`config.mk`:
```
export PLATFORM = sky130hd
export DESIGN_NAME = mult_arbiter_flat
export DESIGN_NICKNAME = d
export VERILOG_FILES = /design/src/rtl/mult_arb_pkg.sv /design/src/rtl/mult_arbiter_if.sv /design/src/rtl/mult_arbiter_rr_arbiter.sv /design/src/rtl/mult_arbiter.sv /design/src/flat_wrapper.sv
export SDC_FILE = /design/constraint.sdc
export NUM_CORES = 1
export LEC_CHECK = 0
export ABC_AREA = 1
export CAP_MARGIN = 5
export CELL_PAD_IN_SITES_DETAIL_PLACEMENT = 1
export CELL_PAD_IN_SITES_GLOBAL_PLACEMENT = 2
export CORE_MARGIN = 2
export CORE_UTILIZATION = 10
export DETAILED_ROUTE_END_ITERATION = 16
export PLACE_DENSITY = 0.9
export REMOVE_ABC_BUFFERS = 1
export SETUP_SLACK_MARGIN = 0.15
export SYNTH_ARGS = -nofsm -noshare
export SYNTH_HDL_FRONTEND = slang
export SYNTH_SLANG_ARGS = --single-unit
```
`constraint.sdc`:
```
create_clock -name clk -period 2 [get_ports clk]
set_clock_uncertainty 0.15 [all_clocks]
set_input_delay 0.4 -clock clk [delete_from_list [all_inputs] [get_ports clk]]
set_output_delay 0.4 -clock clk [all_outputs]
set_load 0.05 [all_outputs]
```
`src/rtl/mult_arb_pkg.sv`:
```
// mult_arb_pkg: shared constants, helpers and types for the multiplier arbiter.
//   DEF_WIDTH   - default operand width (must match the multiplier).
//   DEF_NREQ    - default number of requesters (2..8).
//   DEF_MUL_LAT - default multiplier latency, operands driven to product valid.
//   idw_of()    - requester id width for a given requester count.
//   tag_t       - one stage of the in-flight owner tag pipeline.
// The tag id width follows DEF_NREQ; a build with a different NREQ must change
// DEF_NREQ here so the tag type and the arbiter agree.
package mult_arb_pkg;

    localparam int DEF_WIDTH   = 32;
    localparam int DEF_NREQ    = 4;
    localparam int DEF_MUL_LAT = 2;

    // Id width: clog2(n), with a floor of one bit so NREQ=2 still has an id.
    function automatic int idw_of(input int n);
        if (n <= 2) begin
            return 1;
        end else begin
            return $clog2(n);
        end
    endfunction

    localparam int DEF_IDW = idw_of(DEF_NREQ);

    typedef struct packed {
        logic               vld;
        logic [DEF_IDW-1:0] id;
    } tag_t;

endpackage

```
`src/rtl/mult_arbiter_if.sv`:
```
// mult_arbiter_if: requester-facing request/response bundle of mult_arbiter.
//   req_valid/req_ready - per-requester valid/ready handshake (ready one-hot or zero)
//   req_a/req_b         - packed operands, requester i at [i*WIDTH +: WIDTH]
//   rsp_valid/rsp_id    - one-hot 1-cycle result strobe and owner id
//   rsp_lo/rsp_hi       - low/high product words
// Modports: master = requester side, slave = arbiter side.
interface mult_arbiter_if
    import mult_arb_pkg::*;
#(
    parameter int WIDTH = DEF_WIDTH,
    parameter int NREQ  = DEF_NREQ,
    parameter int IDW   = idw_of(NREQ)
) ();

    logic [NREQ-1:0]       req_valid;
    logic [NREQ-1:0]       req_ready;
    logic [NREQ*WIDTH-1:0] req_a;
    logic [NREQ*WIDTH-1:0] req_b;
    logic [NREQ-1:0]       rsp_valid;
    logic [IDW-1:0]        rsp_id;
    logic [WIDTH-1:0]      rsp_lo;
    logic [WIDTH-1:0]      rsp_hi;

    modport master (
        output req_valid, req_a, req_b,
        input  req_ready, rsp_valid, rsp_id, rsp_lo, rsp_hi
    );

    modport slave (
        input  req_valid, req_a, req_b,
        output req_ready, rsp_valid, rsp_id, rsp_lo, rsp_hi
    );

endinterface

```
`src/rtl/mult_arbiter_rr_arbiter.sv`:
```
// rr_arbiter: round-robin grant over NREQ request lines.
//   clk, rst - clock and synchronous active-high reset
//   en       - grant enable; no grant while low
//   req      - request vector
//   adv      - the current grant was accepted; move the pointer to it
//   grant    - one-hot grant (or zero), combinational
//   grant_id - index of the winner (meaningful while grant is non-zero)
// Optional macro MULT_ARB_PRIO0_EN: requester 0 has strict priority and the
// pointer only tracks grants to requesters 1..NREQ-1.
module rr_arbiter #(
    parameter int NREQ = 4,
    parameter int IDW  = 2
) (
    input  logic            clk,
    input  logic            rst,
    input  logic            en,
    input  logic [NREQ-1:0] req,
    input  logic            adv,
    output logic [NREQ-1:0] grant,
    output logic [IDW-1:0]  grant_id
);

    logic [IDW-1:0]  last_q;
    logic [IDW-1:0]  last_d;
    logic [NREQ-1:0] cand_s;
    logic [IDW:0]    idx_s;
    logic [IDW-1:0]  win_s;
    logic            found_s;

    // Winner search: first candidate at or after last+1, wrapping mod NREQ.
    always_comb begin
        cand_s  = req;
`ifdef MULT_ARB_PRIO0_EN
        cand_s[0] = 1'b0;
`endif
        found_s = 1'b0;
        win_s   = '0;
        idx_s   = '0;
        for (int k = 1; k <= NREQ; k++) begin
            idx_s = {1'b0, last_q} + (IDW+1)'(k);
            if (idx_s >= (IDW+1)'(NREQ)) begin
                idx_s = idx_s - (IDW+1)'(NREQ);
            end else begin
                idx_s = idx_s;
            end
            if (!found_s && cand_s[idx_s[IDW-1:0]]) begin
                found_s = 1'b1;
                win_s   = idx_s[IDW-1:0];
            end else begin
                found_s = found_s;
            end
        end
`ifdef MULT_ARB_PRIO0_EN
        // Requester 0 overrides the rotating search whenever it asks.
        if (req[0]) begin
            found_s = 1'b1;
            win_s   = '0;
        end else begin
            found_s = found_s;
        end
`endif
    end

    // Grant decode, gated by en.
    always_comb begin
        grant = '0;
        if (en && found_s) begin
            grant[win_s] = 1'b1;
        end else begin
            grant = '0;
        end
        grant_id = win_s;
    end

    // Pointer next state: moves only on an accepted grant.
    always_comb begin
        last_d = last_q;
`ifdef MULT_ARB_PRIO0_EN
        if (adv && (win_s != '0)) begin
`else
        if (adv) begin
`endif
            last_d = win_s;
        end else begin
            last_d = last_q;
        end
    end

    // Pointer register; resets to NREQ-1 so requester 0 is searched first.
    always_ff @(posedge clk) begin
        if (rst) begin
            last_q <= IDW'(NREQ - 1);
        end else begin
            last_q <= last_d;
        end
    end

endmodule

```
`src/rtl/mult_arbiter.sv`:
```
// mult_arbiter: shares one pipelined WIDTH x WIDTH multiplier among NREQ requesters.
//   clk, rst     - clock and synchronous active-high reset
//   en           - grant enable; in-flight operations complete regardless
//   bus          - mult_arbiter_if.slave: request handshake, operands, responses
//   mul_a, mul_b - operands to the multiplier (zero when nothing is accepted)
//   mul_lo/hi    - multiplier product, valid MUL_LAT cycles after the operands
//   busy         - any operation in flight
// Optional macro MULT_ARB_PRIO0_EN (see rr_arbiter): requester 0 strict priority.
module mult_arbiter
    import mult_arb_pkg::*;
#(
    parameter int WIDTH   = DEF_WIDTH,
    parameter int NREQ    = DEF_NREQ,
    parameter int MUL_LAT = DEF_MUL_LAT,
    parameter int IDW     = idw_of(NREQ)
) (
    input  logic             clk,
    input  logic             rst,
    input  logic             en,
    mult_arbiter_if.slave    bus,
    output logic [WIDTH-1:0] mul_a,
    output logic [WIDTH-1:0] mul_b,
    input  logic [WIDTH-1:0] mul_lo,
    input  logic [WIDTH-1:0] mul_hi,
    output logic             busy
);

    logic [NREQ-1:0]  grant_s;
    logic [IDW-1:0]   gid_s;
    logic             accept_s;
    logic [WIDTH-1:0] mul_a_s;
    logic [WIDTH-1:0] mul_b_s;
    logic [NREQ-1:0]  rsp_valid_s;
    logic [IDW-1:0]   rsp_id_s;
    logic [WIDTH-1:0] rsp_lo_s;
    logic [WIDTH-1:0] rsp_hi_s;
    logic             busy_s;
    tag_t             tag_q [MUL_LAT];
    tag_t             tag_d [MUL_LAT];

    rr_arbiter #(
        .NREQ (NREQ),
        .IDW  (IDW)
    ) u_rr (
        .clk      (clk),
        .rst      (rst),
        .en       (en),
        .req      (bus.req_valid),
        .adv      (accept_s),
        .grant    (grant_s),
        .grant_id (gid_s)
    );

    // A grant is only issued to a valid requester, so any grant is an accept.
    assign accept_s      = |(bus.req_valid & grant_s);
    assign bus.req_ready = grant_s;

    // Operand mux; idle cycles drive zero so the multiplier does not toggle.
    always_comb begin
        mul_a_s = '0;
        mul_b_s = '0;
        if (accept_s) begin
            mul_a_s = bus.req_a[int'(gid_s)*WIDTH +: WIDTH];
            mul_b_s = bus.req_b[int'(gid_s)*WIDTH +: WIDTH];
        end else begin
            mul_a_s = '0;
            mul_b_s = '0;
        end
    end

    assign mul_a = mul_a_s;
    assign mul_b = mul_b_s;

    // Tag pipeline next state: owner of each operation travels with its product.
    always_comb begin
        tag_d[0] = '{vld: accept_s, id: gid_s};
        for (int k = 1; k < MUL_LAT; k++) begin
            tag_d[k] = tag_q[k-1];
        end
    end

    // Tag pipeline registers; reset drops products still inside the multiplier.
    always_ff @(posedge clk) begin
        if (rst) begin
            for (int k = 0; k < MUL_LAT; k++) begin
                tag_q[k] <= '0;
            end
        end else begin
            tag_q <= tag_d;
        end
    end

    // Response routing: the product is passed straight through to its owner.
    always_comb begin
        rsp_valid_s = '0;
        rsp_id_s    = '0;
        rsp_lo_s    = '0;
        rsp_hi_s    = '0;
        if (tag_q[MUL_LAT-1].vld) begin
            rsp_valid_s[tag_q[MUL_LAT-1].id] = 1'b1;
            rsp_id_s = tag_q[MUL_LAT-1].id;
            rsp_lo_s = mul_lo;
            rsp_hi_s = mul_hi;
        end else begin
            rsp_valid_s = '0;
        end
    end

    // Busy while any tag stage holds a live operation.
    always_comb begin
        busy_s = 1'b0;
        for (int k = 0; k < MUL_LAT; k++) begin
            busy_s = busy_s | tag_q[k].vld;
        end
    end

    assign bus.rsp_valid = rsp_valid_s;
    assign bus.rsp_id    = rsp_id_s;
    assign bus.rsp_lo    = rsp_lo_s;
    assign bus.rsp_hi    = rsp_hi_s;
    assign busy          = busy_s;

endmodule

```
`src/flat_wrapper.sv`:
```
// flat-port wrapper written by rule: the top's interface ports become plain ports
module mult_arbiter_flat import mult_arb_pkg::*;
#(
    parameter int WIDTH   = DEF_WIDTH,
    parameter int NREQ    = DEF_NREQ,
    parameter int MUL_LAT = DEF_MUL_LAT,
    parameter int IDW     = idw_of(NREQ)
)
  (clk, rst, en, mul_a, mul_b, mul_lo, mul_hi, busy, bus_req_valid, bus_req_a, bus_req_b, bus_req_ready, bus_rsp_valid, bus_rsp_id, bus_rsp_lo, bus_rsp_hi);
  mult_arbiter_if #(.WIDTH(WIDTH), .NREQ(NREQ), .IDW(IDW)) bus_i ();
  input  logic clk;
  input  logic rst;
  input  logic en;
  output logic [WIDTH-1:0] mul_a;
  output logic [WIDTH-1:0] mul_b;
  input  logic [WIDTH-1:0] mul_lo;
  input  logic [WIDTH-1:0] mul_hi;
  output logic busy;
  input wire logic [$bits(bus_i.req_valid)-1:0] bus_req_valid;
  input wire logic [$bits(bus_i.req_a)-1:0] bus_req_a;
  input wire logic [$bits(bus_i.req_b)-1:0] bus_req_b;
  output wire logic [$bits(bus_i.req_ready)-1:0] bus_req_ready;
  output wire logic [$bits(bus_i.rsp_valid)-1:0] bus_rsp_valid;
  output wire logic [$bits(bus_i.rsp_id)-1:0] bus_rsp_id;
  output wire logic [$bits(bus_i.rsp_lo)-1:0] bus_rsp_lo;
  output wire logic [$bits(bus_i.rsp_hi)-1:0] bus_rsp_hi;
  assign bus_i.req_valid = bus_req_valid;
  assign bus_i.req_a = bus_req_a;
  assign bus_i.req_b = bus_req_b;
  assign bus_req_ready = bus_i.req_ready;
  assign bus_rsp_valid = bus_i.rsp_valid;
  assign bus_rsp_id = bus_i.rsp_id;
  assign bus_rsp_lo = bus_i.rsp_lo;
  assign bus_rsp_hi = bus_i.rsp_hi;
  mult_arbiter #(.WIDTH(WIDTH), .NREQ(NREQ), .MUL_LAT(MUL_LAT), .IDW(IDW)) u_core (.clk(clk), .rst(rst), .en(en), .bus(bus_i), .mul_a(mul_a), .mul_b(mul_b), .mul_lo(mul_lo), .mul_hi(mul_hi), .busy(busy));
endmodule
```
==> flow_summary.yaml, run 1 <==
drt:
  drt-total-wl_um: 39700
  drc: 0
  via_count: 8447
  drtIter0Drc: 253
  wire_per_inst_um: 20.3
  drtPass1Iterations: 4
  route.top_layer_used: "met4"
  drt-met1-wl_um: 14500
  route.met2.wl_um: 21200
  met3WireLength_um: 2780
  detail-route-antenna-nets: 0
  vias_per_cell: 4.32
power:
  power.leakage_nw: 6.50
  peakVddDrop_uv: 1160
  power.density_nw_per_um2: 1900
sta:
  hold_slack_ns: 0.254
  post-route-period-util_pct: 150
  drv_slew: 0
  grt_setup_unrepaired: "true"
  setup-tns-final_ns: -64.64
  setup_ws_ns: -1.00
  setup_viol: 73
  fmax_ghz: 0.333
  slew_headroom_pct: 75.7
  finalHoldViolations: 0
  worstMarginPinSlew_ns: 0.362
  fin_crit_ns: 3.00
placed_design:
  portBuffers: 465
  place_congestion: 0.834
  dp_cells: 1867
  place_hpwl_um: 26200
logic_synthesis:
  yosysWarningCount: 0
  yosysTopAreaCell: "nand2_1"
  synth-seq-area-share_pct: 3.97
  synth_top_area_share_pct: 40.6
  syn_area_um2: 4030
  synthDistinctLibCells: 23
  synthTopCellsByArea: "nand2_1, nand4_1, inv_1"
  synth-seq-cells: 8
  synthCells: 873
  syn_avg_cell_area_um2: 4.62
global_routing:
  grt_max_degree: 34
  grt_remaining_overflow: 0
  grt_pass1_vias: 9181
  antenna_found_initial: 2
  grt_usage_pct: 17.1
  grt_pass1_wl_um: 54600
clock_tree:
  clock_path_buffers: 2
  cts_tree: "done"
  clock-sinks: 8
  numCtsBuffers: 3
  cts-root-buf: "clkbuf_16"
  clkLatencyLatePin_ns: 0.23
  clkSlewWorstSetupHoldPaths_ns: 0.04
  cts_max_level: 1
floorplanning:
  die_width_um: 205
  die_h_um: 205
  core_area_um2: 39700
  initial_core_util_pct: 10.2
  fp-row-count: 73
  io-pin-count: 466
  fp.dieArea_um2: 42000
final_layout:
  most-common-layout-cells: "clkdlybuf4s50_1, nand2_1, buf_12"
  layout_commonest_cell: "clkdlybuf4s50_1"
  final_cell_count_no_fill: 1954
  finish.net_count: 1756
  final_layout_size_suffix_gt1_share_pct: 40.4
  syn_to_final_growth_pct: 253
setup_path:
  r2r_cells: 17
  arrival_ns: 2.45
  crit_required_ns: 1.45
  critPathLaunchType: "flop"
  crit_fanout: 8
  cp-end-kind: "output pin"
  criticalPathCategory: "reg -> out"
hold_path:
  hold_class: "reg -> reg"
  hold_path_depth: 2
flow_run:
  maxCapViolCount: 0
run_status:
  violations: "negative setup slack"
  status: "finished with violations"
[path summary, 6_finish.rpt]
| path | start | to | slack, ns |
|---|---|---|---|
| hold reg to reg | u_core.tag_d[0] | u_core.tag_q[0] | 0.25 |
| setup reg to reg | u_core.u_rr.last_q[0] | u_core.u_rr.last_q[1] | -0.57 |
| hold / removal | u_core.tag_d[0] | u_core.tag_q[0] | 0.25 |
| setup / recovery | u_core.u_rr.last_q[0] | mul_b[17] | -1.0 |
[power by group]
part	switching (W)	internal [W]
combinational	0.0138	0.0126
clock	0.0000758	0.000257
sequential	0.0000625	0.000212
[critical path: stages (launching register included)]
cell and delay (ns):
dfxtp_4 0.42, inv_8 0.07, nand2_2 0.08, nand2_4 0.07, nand2_4 0.08, nand2_4 0.06, buf_6 0.11, inv_4 0.06
nand3_4 0.11, nand3_4 0.15, buf_12 0.13, buf_16 0.15, buf_8 0.13, nand2_1 0.08, nand2_1 0.09, nand2_2 0.07
a21oi_4 0.18, buf_12 0.15
[per-stage QoR]
| stage | setup WS (ns) | total power, W | utilization (%) | cell area [um^2] |
|---|---|---|---|---|
| 3_5_place_dp | -1.26 | 0.0176 | 28.1 | 11200 |
| 5_1_grt | -1.13 | 0.0284 | 35.8 | 14200 |
| 2_1_floorplan | -2.86 | 0.00855 | - | 3590 |
| 6_report | -1.00 | 0.0270 | 35.8 | 14200 |
| 4_1_cts | -0.982 | 0.0252 | 34.1 | 13600 |
| 3_3_place_gp | -1.25 | 0.0173 | 28.1 | 11200 |
[flip-flops by register name, summed over array words and instances (netlist names)]
name / flops
u_core.tag_d: 3
u_core.tag_q: 3
u_core.u_rr.last_q: 2
[cell usage after synthesis, drive strengths merged]
| library cell | n |
|---|---|
| nor3 | 5 |
| inv | 82 |
| a211o | 1 |
| buf | 63 |
| nor2 | 38 |
| a21boi | 1 |
| a21oi | 53 |
| nand2 | 441 |
| clkbuf | 19 |
| nand4 | 106 |
| nand3 | 55 |
| dfxtp | 8 |
| o21ai | 1 |
[cell type report]
class,count,area (um^2)
Inverter,82,323
Sequential cell,8,169
Fill cell,4622,25500
Multi-Input combinational cell,701,4320
Clock buffer,3,75.1
Tap cell,525,657
Antenna cell,2,5.00
Timing Repair Buffer,633,8670
[kinds of logic (layout without fill, tap and decap cells)]
logic type / Yosys count / in the layout / synth area share (%)
AOI/OAI and AO/OA: 56 / 56 / 7.10
buffers and inverters: 164 / 718 / 18.7
DFF: 8 / 8 / 3.97
other: 0 / 2 / 0
and+or+nand+nor: 645 / 645 / 70.2
[timing repair]
item | CTS | global route
gates cloned | 27 | 9
gates resized for setup | 335 | 96
setup endpoints to repair | 79 | 90
pin swaps | 82 | 62
setup buffers | 40 | 6
hold buffers | 0 | 0
[per-layer routing]
layer	track usage [%]	vias to the layer above
met5	0	-
met4	4.43	0
met3	3.45	71
met2	34.1	404
met1	17.9	4046
li1	-	3926
Note: power is estimated with default switching activity, not from simulation.
==> inputs of run 2 (changes only) <==
- CTS_CLUSTER_SIZE: unset -> 28
==> results of run 2 <==
No change in the layout: final DEF, timing and power equal those of run 1.
==> inputs of run 3 (changes only) <==
- CORE_ASPECT_RATIO: unset -> 0.8
- GPL_ROUTABILITY_DRIVEN: unset -> 1
==> run 3 against run 2 <==
  * Clock power up 3%
  * Non-clock buffer count down 24
  * Register-to-register slack better by 0.28 ns
  * Via count down 2.5%
  * First-iteration DRC count up 11%
  * Design area down 2.7%
  * Setup slack better by 0.056 ns
  * Wire length down 3.1%
  * Sequential power about the same
  * The flow still finishes with violations (negative setup slack)
  * Clock-buffer cell count unchanged
  * Highest routed layer unchanged
==> flow_summary.yaml, run 3 (synthesis results as in run 1) <==
clock_tree:
  numCtsBuffers: 3
  cts_max_level: 1
  cts-root-buf: "clkbuf_16"
  clkSlewWorstSetupHoldPaths_ns: 0.04
  clock-sinks: 8
  ctsHoldBuffers: 0
  clock_path_buffers: 2
  cts_tree: "done"
  clkLatencyLatePin_ns: 0.24
run_status:
  violations: "negative setup slack"
  status: "finished with violations"
final_layout:
  stdcell_area_um2: 13800
  final_cell_count_no_fill: 1941
  finish.net_count: 1733
  syn_to_final_growth_pct: 243
  layout_commonest_cell: "nand2_1"
  n_fill_cell: 4642
  final_layout_size_suffix_gt1_share_pct: 37.3
  most-common-layout-cells: "nand2_1, clkdlybuf4s50_1, buf_12"
sta:
  fmax_ghz: 0.340
  setup_viol: 72
  fin_crit_ns: 2.94
  finalHoldViolations: 0
  drv_slew: 0
  post-route-period-util_pct: 147
  slew_headroom_pct: 77.5
  worstMarginPinSlew_ns: 0.335
  setup_ws_ns: -0.944
  grt_setup_unrepaired: "true"
power:
  clock_power_share_pct: 1.3
  peakVddDrop_uv: 958
  p_sw_share_pct: 51.5
  power.leakage_nw: 6.35
  switchingPower_w: 0.0132
  p_total_w: 0.0256
  power.density_nw_per_um2: 1850
  seq_power_share_pct: 1.1
  combPwrFrac_pct: 97.6
  p_int_w: 0.0124
placed_design:
  dp_cells: 1853
  place_congestion: 0.925
  portBuffers: 465
  place_hpwl_um: 25900
  post_dp_cell_area_um2: 11000
  dpl_worst_slack_ns: -1.30
flow_run:
  maxCapViolCount: 0
setup_path:
  cp-end-kind: "output pin"
  criticalPathCategory: "reg -> out"
  arrival_ns: 2.39
  crit_fanout: 8
  critPathLaunchType: "flop"
  crit_required_ns: 1.45
  r2r_slack_ns: -0.29
drt:
  drtPass1Iterations: 4
  drt-total-wl_um: 38400
  drtIter0Drc: 280
  detail-route-antenna-nets: 0
  vias_per_cell: 4.24
  drc: 0
  via_count: 8234
  wire_per_inst_um: 19.8
floorplanning:
  die_h_um: 184
  initial_core_util_pct: 10.2
  die_width_um: 229
  fp-row-count: 65
  fp.dieArea_um2: 42000
  core_area_um2: 39600
  io-pin-count: 466
global_routing:
  grt_usage_pct: 16.3
  grt_pass1_wl_um: 53100
  grt_pass1_vias: 8678
  grt_remaining_overflow: 0
  grt_max_degree: 34
  antenna_found_initial: 1
hold_path:
  hold_class: "reg -> reg"
==> run 3: changes by cell type in the layout (fill, tap and decap cells not counted), sizes merged <==
cell,previous run,this run
clkbuf,12,14
clkdlybuf4s15,1,0
nand3,55,56
buf,296,272
bufbuf,2,1
diode,2,1
==> run 3: worst max-delay path: stages, from the launching register on <==
cell and delay, ns:
dfxtp_4 0.40, buf_6 0.15, nand2_4 0.05, nand2_4 0.09, nand2_4 0.05, nand2_4 0.09, nand2_4 0.07, nand3_4 0.14
buf_6 0.14, clkbuf_16 0.18, buf_8 0.13, nand4_1 0.13, nand2_1 0.09, nand2_1 0.06, a21oi_2 0.20, buf_12 0.16
==> run 3: power groups by stage <==
stage          logic (W)  registers (W)  clock network (W)
3_3_place_gp      0.0168       0.000247                  0
6_report          0.0250       0.000271           0.000344
5_1_grt           0.0263       0.000279           0.000365
4_1_cts           0.0226       0.000260           0.000353
2_1_floorplan    0.00828       0.000267                  0
3_5_place_dp      0.0170       0.000248                  0
==> run 3: layout make-up <==
cell class              instances  area [um^2]  share of cell area [%]
diodes                          1         2.50                  0.0181
clock buffers                   3         75.1                   0.543
repair buffers                609         8470                    61.2
multi-input cells             702         4120                    29.8
inverters                      82          325                    2.35
well taps                     536          671                    4.85
flip-flops and latches          8          171                    1.24
==> run 3: stage by stage <==
step,setup TNS (ns),hold WS [ns],util (%)
floorplan,-221.95,0.238,-
global placement,-78.79,0.245,27.9
detailed placement,-82.83,0.247,27.9
CTS,-60.67,0.257,32.5
global route,-68.65,0.290,34.9
finish,-61.05,0.253,34.9
==> run 3: per-layer routing <==
| layer | GRT usage [%] | share of wire [%] |
|---|---|---|
| met5 | 0 | 0 |
| met4 | 4.18 | 2.5 |
| met3 | 3.19 | 6.1 |
| met2 | 30.9 | 52 |
| met1 | 18.6 | 39 |
==> run 3: final timing paths <==
path	startpoint	to	cells past startpoint
setup / recovery	u_core.u_rr.last_q[0]	mul_a[25]	15
hold / removal	u_core.tag_d[1]	u_core.tag_q[1]	2
setup reg to reg	u_core.u_rr.last_q[0]	u_core.u_rr.last_q[1]	13
hold reg to reg	u_core.tag_d[1]	u_core.tag_q[1]	2
==> run 3: repair_timing <==
action	CTS	global route
gates cloned	24	12
gates resized for setup	206	163
endpoints found under the setup margin	82	112
pin swaps	63	139
setup buffers	39	9
endpoints found under the hold margin	0	0
